==> src/rtl/synth_pkg.sv <==
// Shared constants, note look-up table, FSM state type and the lowest-key
// helper used by the keyboard front-end of the synth voice.
package synth_pkg;

    localparam int NUM_KEYS      = 12;
    localparam int HALF_PERIOD_W = 8;
    localparam int KEY_IDX_W     = 4;

    // Half-period in 48 kHz samples for C4..B4, index = semitone above C4
    localparam logic [HALF_PERIOD_W-1:0] NOTE_HALF_PERIOD [NUM_KEYS] = '{
        8'd92, 8'd87, 8'd82, 8'd77, 8'd73, 8'd69,
        8'd65, 8'd61, 8'd58, 8'd55, 8'd51, 8'd49
    };

    typedef enum logic {IDLE, PLAYING} note_state_t;

    // Index of the lowest set bit; 0 when no bit is set
    function automatic logic [KEY_IDX_W-1:0] lowest_key(input logic [NUM_KEYS-1:0] keys);
        logic [KEY_IDX_W-1:0] idx;
        idx = '0;
        for (int i = NUM_KEYS - 1; i >= 0; i--) begin
            if (keys[i]) begin
                idx = KEY_IDX_W'(i);
            end
        end
        return idx;
    endfunction

endpackage

==> src/rtl/key_debounce.sv <==
// One key input: two-flop synchroniser followed by a hold-time debouncer.
// The stable level only follows the synchronised input after it has
// disagreed with it for DEBOUNCE_CYCLES consecutive clocks.
module key_debounce #(
    parameter int DEBOUNCE_CYCLES = 12288
) (
    input  logic master_clk,
    input  logic reset,
    input  logic raw_key,
    output logic stable_key
);

    localparam int CNT_W = $clog2(DEBOUNCE_CYCLES);

    logic             sync1_q, sync1_d;
    logic             sync2_q, sync2_d;
    logic             stable_q, stable_d;
    logic [CNT_W-1:0] cnt_q, cnt_d;

    // Next-state: shift the synchroniser, count disagreement, accept on terminal count
    always_comb begin
        sync1_d  = raw_key;
        sync2_d  = sync1_q;
        stable_d = stable_q;
        cnt_d    = '0;
        if (sync2_q != stable_q) begin
            if (cnt_q == CNT_W'(DEBOUNCE_CYCLES - 1)) begin
                stable_d = sync2_q;
                cnt_d    = '0;
            end else begin
                cnt_d = cnt_q + CNT_W'(1);
            end
        end
    end

    // State registers, cleared asynchronously
    always_ff @(posedge master_clk or posedge reset) begin
        if (reset) begin
            sync1_q  <= 1'b0;
            sync2_q  <= 1'b0;
            stable_q <= 1'b0;
            cnt_q    <= '0;
        end else begin
            sync1_q  <= sync1_d;
            sync2_q  <= sync2_d;
            stable_q <= stable_d;
            cnt_q    <= cnt_d;
        end
    end

    assign stable_key = stable_q;

endmodule

==> src/rtl/key_note_encoder.sv <==
// Keyboard front-end: debounces every key, detects presses and releases,
// and picks one active note (last press wins) together with its tone
// half-period, gate and a change pulse for the tone stage.
module key_note_encoder
    import synth_pkg::*;
#(
    parameter int DEBOUNCE_CYCLES = 12288
) (
    input  logic                     master_clk,
    input  logic                     reset,
    input  logic [NUM_KEYS-1:0]      synth_keys,
    output logic [NUM_KEYS-1:0]      key_held,
    output logic [KEY_IDX_W-1:0]     key_index,
    output logic                     note_on,
    output logic                     note_event,
    output logic [HALF_PERIOD_W-1:0] tone_half_period
);

    logic [NUM_KEYS-1:0]      stable_keys;
    logic [NUM_KEYS-1:0]      press_vec;
    logic [NUM_KEYS-1:0]      release_vec;

    note_state_t              state_q, state_d;
    logic [NUM_KEYS-1:0]      key_held_q, key_held_d;
    logic [KEY_IDX_W-1:0]     key_index_q, key_index_d;
    logic                     note_on_q, note_on_d;
    logic                     note_event_q, note_event_d;
    logic [HALF_PERIOD_W-1:0] half_period_q, half_period_d;

    for (genvar g = 0; g < NUM_KEYS; g++) begin : g_key
        key_debounce #(
            .DEBOUNCE_CYCLES(DEBOUNCE_CYCLES)
        ) u_debounce (
            .master_clk (master_clk),
            .reset      (reset),
            .raw_key    (synth_keys[g]),
            .stable_key (stable_keys[g])
        );
    end

    // Press/release detection against the previous stable levels held in key_held_q
    always_comb begin
        press_vec   = stable_keys & ~key_held_q;
        release_vec = ~stable_keys & key_held_q;
    end

    // Note selection FSM; any press outranks a release in the same cycle
    always_comb begin
        state_d       = state_q;
        key_held_d    = stable_keys;
        key_index_d   = key_index_q;
        note_on_d     = note_on_q;
        half_period_d = half_period_q;
        note_event_d  = 1'b0;

        unique case (state_q)
            IDLE: begin
                if (|press_vec) begin
                    state_d     = PLAYING;
                    key_index_d = lowest_key(press_vec);
                    note_on_d   = 1'b1;
                end
            end
            PLAYING: begin
                if (|press_vec) begin
                    key_index_d = lowest_key(press_vec);
                end else if (stable_keys == '0) begin
                    state_d   = IDLE;
                    note_on_d = 1'b0;
                end else if (release_vec[key_index_q]) begin
                    key_index_d = lowest_key(stable_keys);
                end
            end
            default: begin
                state_d = IDLE;
            end
        endcase

        half_period_d = NOTE_HALF_PERIOD[key_index_d];
        note_event_d  = (key_index_d != key_index_q) || (note_on_d != note_on_q);
    end

    // Output and state registers, cleared asynchronously to the C4 rest state
    always_ff @(posedge master_clk or posedge reset) begin
        if (reset) begin
            state_q       <= IDLE;
            key_held_q    <= '0;
            key_index_q   <= '0;
            note_on_q     <= 1'b0;
            note_event_q  <= 1'b0;
            half_period_q <= NOTE_HALF_PERIOD[0];
        end else begin
            state_q       <= state_d;
            key_held_q    <= key_held_d;
            key_index_q   <= key_index_d;
            note_on_q     <= note_on_d;
            note_event_q  <= note_event_d;
            half_period_q <= half_period_d;
        end
    end

    assign key_held         = key_held_q;
    assign key_index        = key_index_q;
    assign note_on          = note_on_q;
    assign note_event       = note_event_q;
    assign tone_half_period = half_period_q;

endmodule
==> config.mk <==
export PLATFORM = sky130hd
export DESIGN_NAME = key_note_encoder
export DESIGN_NICKNAME = d
export VERILOG_FILES = /design/src/rtl/synth_pkg.sv /design/src/rtl/key_debounce.sv /design/src/rtl/key_note_encoder.sv
export SDC_FILE = /design/constraint.sdc
export NUM_CORES = 1
export LEC_CHECK = 0
export CORE_MARGIN = 5
export CORE_UTILIZATION = 61
export CTS_CLUSTER_DIAMETER = 30
export DETAILED_ROUTE_END_ITERATION = 10
export PLACE_DENSITY = 0.8
export SLEW_MARGIN = 20
export SYNTH_ARGS = -nofsm -noshare
export SYNTH_HDL_FRONTEND = slang
export SYNTH_HIERARCHICAL = 1
export SYNTH_SLANG_ARGS = --single-unit
==> constraint.sdc <==
create_clock -name master_clk -period 4.15 [get_ports master_clk]
set_input_delay 0.83 -clock master_clk [delete_from_list [all_inputs] [get_ports master_clk]]
set_output_delay 0.83 -clock master_clk [all_outputs]
set_load 0.01 [all_outputs]
# After elaboration in Yosys (flattened, before gate mapping)
# Memory sizes are Yosys's and may differ from the RTL's. A register that Yosys moved wholly into a read port is not among the register bits.
# Index checks and enable logic that the tools add are counted.
totals:
  reg_bits: 223
  input_bits: 14
  rom_bits: 128
  memories: 1
  output_inout_bits: 26
  wordCells: 177
memory_table:
  columns: ["name", "words", "width", "rd", "rd_clocked_by_memory_dff", "wr", "line_no", "source"]
  rows:
  - ["(no name shown)", 16, 8, 1, 1, 0, "key_note_encoder.sv:79", "half_period_d = NOTE_HALF_PERIOD[key_index_d];"]
classes:
  n_addsub: 12
  muxes: 63
  n_bitwise: 6
  n_reduce_logical: 15
  eq_ne: 26
  magnitude_cmp: 1
op_table:
  columns: ["operator", "n"]
  rows:
  - ["14-bit two-way mux", 24]
  - ["14-bit by 1-bit adder with 14-bit output (second input constant)", 12]
  - ["14-bit == test (second input constant)", 12]
  - ["4-bit two-way mux", 28]
  - ["12-bit AND", 2]
  - ["12-bit inverter", 2]
  - ["2-bit AND reduction", 12]
  - ["1-bit != test", 13]
  - ["12-bit logical NOT", 1]
  - ["12-bit OR reduction", 1]
  - ["4-bit one-hot mux with 2 select lines", 1]
  - ["1-bit two-way mux", 7]
  - ["4-bit by 5-bit less-than comparator with 1-bit output (second input constant)", 1]
  - ["4-bit inverter with 5-bit output", 1]
  - ["1-bit binary-select mux with 4-bit select", 1]
  - ["4-bit != test", 1]
  - ["1-bit one-hot mux with 2 select lines", 2]
  - ["1-bit logical OR", 1]
  - ["1-bit inverter", 1]

# Depth between registers and ports, before layout
logic_depth:
  depth_word: 18
  mapped_depth: 12
  depth_no_buf: 11

# Modules after synthesis
# Netlist, hierarchy kept.
by_module_without_submodules:
  columns: ["module", "area_each_um2", "cells_per_inst", "instances", "seq_area_each_um2"]
  rows:
  - ["key_debounce at g_key[0].u_debounce ...", 774.5, 71, 11, 425.4]
  - ["key_note_encoder", 1662.8, 179, 1, 655.6]
  - ["key_debounce at g_key[9].u_debounce", 793.3, 73, 1, 425.4]

# Least setup slack after synthesis
# No wires, ideal clock.
synth_timing:
  path_type: "flip-flop to flip-flop"
  start: "reg g_key[4].u_debounce.stable_q"
  end: "reg half_period_q[1], in the netlist tone_half_period[1]"
  stages_incl_launch_ff: 12
  setup_ps: 126
  n_path_buf: 1
  t_required_ps: 4024
  slack_ps: 1266
  arrival_ps: 2758
  synth_period_minus_slack_ps: 2884
  cell_sequence: "dfrtp_1 nor2b_4 or4_1 buf_2 or4_1 a31oi_1 a21bo_2 nand3_1 inv_1 ha_1 nand2_1 o22ai_1"
synth_between:
  elab_chain_cells: 10
  word_cells_on_any_way: 23
  classes_between: "17 x mux; 4 x bitwise; 2 x reduce/logical"
synth_lines:
  columns: ["element", "line_no", "source"]
  rows:
  - ["start: declaration", "key_debounce.sv:17", "logic stable_q, stable_d;"]
  - ["start signal: assignment", "key_debounce.sv:46", "stable_q <= stable_d;"]
  - ["branches (longest 8 deep; another with 12-bit inverter)", null, null]
  - ["4-bit one-hot mux with 2 select lines *", "key_note_encoder.sv:56", "unique case (state_q)"]
  - ["named net key_index_d[0]", "key_note_encoder.sv:25", "logic [KEY_IDX_W-1:0] key_index_q, key_index_d;"]
  - ["4-bit inverter with 5-bit output (not written as such) *", "key_note_encoder.sv:79", null]
  - ["end: declaration", "key_note_encoder.sv:28", "logic [HALF_PERIOD_W-1:0] half_period_q, half_period_d;"]
# Mark *: on every way through the listed nets, which the timed path passes. The select of a mux whose other input is x is not followed.
# A chain may end at the register's enable or synchronous reset.

# Worst setup path in the final report
layout_timing:
  start: "reg g_key[5].u_debounce.stable_q"
  end: "reg half_period_q[1], in the netlist tone_half_period[1]"
layout_between:
  elab_chain_cells: 11
  word_cells_on_any_way: 25
  classes_between: "19 x mux; 4 x bitwise; 2 x reduce/logical"
layout_lines:
  columns: ["element", "line_no", "source"]
  rows:
  - ["start: declaration", "key_debounce.sv:17", null]
  - ["start signal: assignment", "key_debounce.sv:46", null]
  - ["4-bit two-way mux (6 in series)", "synth_pkg.sv:22", "if (keys[i]) begin"]
  - ["4-bit two-way mux", "key_note_encoder.sv:70", "end else if (release_vec[key_index_q]) begin"]
  - ["4-bit two-way mux", "key_note_encoder.sv:67", "end else if (stable_keys == '0) begin"]
  - ["4-bit two-way mux", "key_note_encoder.sv:65", "if (|press_vec) begin"]
  - ["4-bit one-hot mux with 2 select lines *", "key_note_encoder.sv:56", null]
  - ["named net key_index_d[0]", "key_note_encoder.sv:25", null]
  - ["4-bit inverter with 5-bit output (not written as such) *", "key_note_encoder.sv:79", null]
# The timed path passes the listed nets; every way through them passes the cells marked *. The select of a mux whose other input is x is not followed.

==> impl_metrics.toml <==
[status]
status = "complete, no violations"

[power]
p_int_mw = 4.872
seqPwrFrac = 0.373
ir_drop_uv = 405.1
clock_power_share = 0.599
p_per_area_nw_per_um2 = 475.5
p_total_mw = 6.208
pwr-share-comb = 0.027
netSwitchingFraction = 0.2152
switchingPower_mw = 1.336
p_leak_nw = 6.043

[die]
dieArea_um2 = 20770
initial_core_util = 0.6152
coreArea_um2 = 17840
die_w_um = 144.1
die_h_um = 144.1
fp-row-count = 49
num_io_pins = 40

[clock_tree]
cts-htree-levels = 2
cts_tree = "done"
post-cts-setup-buffers = 0
clockBufferDepth = 3
numCtsBuffers = 44
clkTransAtPathRegs_ns = 0.05
cts_root_buf = "clkbuf_16"
clkLatencyLatePin_ns = 0.53
hold_buffers = 0
cts_sinks = 230
cts_resized = 0

[synth]
seq_area_frac_synth = 0.5249
synth_edf_count = 0
postSynthAreaPerCell_um2 = 10.62
synth-seq-cells = 230
synth_cells = 1033
netlist.area_leader.share = 0.5153
synth_area_leaders = "dfrtp_1, xor2_1, nor2_1, nand4_1, xnor2_1"
yosys.area.top_type = "dfrtp_1"
synth_cell_types = 67
synth_nets = 1065
async_flop_share = 1.000
syn_area_um2 = 10980
yosysMostFrequentCell = "dfrtp_1"
yosysWarnings = 6
yosys-top-cells-count = "dfrtp_1, nor2_1, xor2_1"
ys.flop_type = "dfrtp_1"

[drt]
drc = 0
drt-initial-drc-count = 475
drtPass1Iterations = 5
wl_per_cell_um = 16.11
vias_per_cell = 5.617
vias = 7605
drt_wl_total_um = 21810
ant_nets = 0

[place]
port_buffers = 38
gp_congestion = 0.8566
pre_cts_ws_ns = 1.048
dp.final_hpwl_um = 13980
placed_cells = 1273

[worst_setup_path]
cp-end-kind = "register"
crit_type = "reg -> reg"
path_max_fanout = 8
max_stage_delay_ns = 0.62
cp_slowest_cell = "or4_1"
required_ns = 4.55
critical_path_arrival_ns = 3.59
crit_path_frequent_cell = "or4_1"
startpoint_type = "register"
crit_chain = "nor2b_1 > or4_1 > or4_1 > a31oi_1 > a21bo_2 > nand3_1 > inv_1 > ha_1 > nand2_1 > o22ai_1"
reg2regPathDepth = 10

[global_route]
grt_max_degree = 26
grt_pass1_vias = 7740
antenna_found_initial = 0
grt_pass1_wl_um = 37160
grt_usage = 0.2198
grt_overflow_total = 0

[sta]
worst_slack_ns = 0.9586
finalSetupTns_ns = 0
maxSlewViolCount = 0
tightest_slew_ns = 0.9414
period_share = 0.7690
fmax_mhz = 313.3
fin_worst_hold_slack_ns = 0.3501
period_needed_ns = 3.191
setup_viol = 0
rsz0062_at_grt = "no"
skew_ns = 0.01479
hold_viol = 0
relSlewSlack = 0.3717

[layout]
instances_no_fill = 1354
diodes = 0
syn2layout_area_growth_pct = 18.96
drive_gt1_frac = 0.1182
fillers = 1213
fin_nets = 1122

[min_path]
hp-class = "reg -> reg"
holdPathStages = 0

[flow_run]
maxCapViolCount = 0
-- worst max-delay path, delay by kind of cell, from the launching register on --
family | cells | cell delay (ns)
simple gates | 5 | 1.63
compound gates | 3 | 0.57
flops | 1 | 0.46
fa+ha+maj | 1 | 0.29
buf+inv | 1 | 0.13
-- path summary, 6_finish.rpt --
kind	startpoint	end	slack, ns
min in group asynchronous	reset	g_key[2].u_debounce/stable_key	1.28
max reg2reg	g_key[5].u_debounce/stable_key	tone_half_period[1]	0.96
min reg2reg	g_key[8].u_debounce/sync1_q	g_key[8].u_debounce/sync2_q	0.35
max	g_key[5].u_debounce/stable_key	tone_half_period[1]	0.96
max in group asynchronous	reset	tone_half_period[4]	2.05
min	g_key[8].u_debounce/sync1_q	g_key[8].u_debounce/sync2_q	0.35
-- routing by layer --
metal	vias to the layer above	track usage	wire (um)
li1	3663	-	-
met2	157	0.3594	10650
met5	-	0	0
met3	54	0.04762	955
met1	3731	0.2879	9543
met4	0	0.08984	667
-- power groups by stage --
| stage | clock, mW | combinational (mW) | sequential, mW |
|---|---|---|---|
| after floorplan | 0 | 0.127 | 2.34 |
| after global placement | 0 | 0.170 | 2.35 |
| after detailed placement | 0 | 0.173 | 2.35 |
| after CTS | 3.78 | 0.175 | 2.32 |
| after global routing | 3.90 | 0.198 | 2.32 |
| final | 3.72 | 0.169 | 2.32 |
-- flip-flops by register name, indices dropped and copies added (netlist names), 4 cells and up --
| name | flops |
|---|---|
| g_key.u_debounce/sync2_q | 12 |
| g_key.u_debounce/sync1_q | 12 |
| tone_half_period | 7 |
| g_key.u_debounce/stable_key | 12 |
| key_index | 4 |
| key_held | 12 |
| g_key.u_debounce/cnt_q | 168 |
-- cell families (layout without fill, tap and decap cells) --
| group | Yosys count | count (layout) | share of synthesized area |
|---|---|---|---|
| simple gates | 493 | 493 | 0.2490 |
| other cells | 1 | 1 | 0.0003417 |
| compound gates | 68 | 68 | 0.04799 |
| mux | 13 | 13 | 0.01322 |
| flops | 230 | 230 | 0.5249 |
| buf+inv | 65 | 157 | 0.02838 |
| fa+ha+maj | 18 | 18 | 0.02052 |
| xor+xnor | 145 | 145 | 0.1157 |
-- final cells by class --
class,count,area [um2],share of cell area
Clock inverter,32,414.1,0.03172
Inverter,36,135.1,0.01035
Clock buffer,49,1161,0.08893
Multi-Input combinational cell,738,4903,0.3756
Timing Repair Buffer,40,395.4,0.03028
Tap cell,229,286.5,0.02195
Sequential cell,230,5761,0.4412
-- stage by stage --
stage	area, um2	util
after floorplan	10980	-
after global placement	11480	0.6435
after detailed placement	11480	0.6435
after CTS	13060	0.7318
after global routing	13060	0.7318
final	13060	0.7318
-- placed cells by master, fill, tap and decap left out, drive strengths merged, types with 3 or more instances in the layout --
master,instances
or3,13
bufinv,8
nor2,180
and2,22
or2,3
clkinv,11
a21oi,17
clkbuf,49
dfrtp,226
a31o,3
inv,44
nand4,63
mux2,12
xnor2,31
clkdlybuf4s50,38
a311oi,3
nand2b,24
nor3,7
o21bai,11
nand3,55
and4,23
and3,24
dfstp,4
clkinvlp,5
nand2,48
nor3b,3
o21ai,8
nor2b,7
xor2,114
ha,18
nor4,9
o21a,3
a22oi,3
or2b,3
Power figures use the tool's default switching activity.
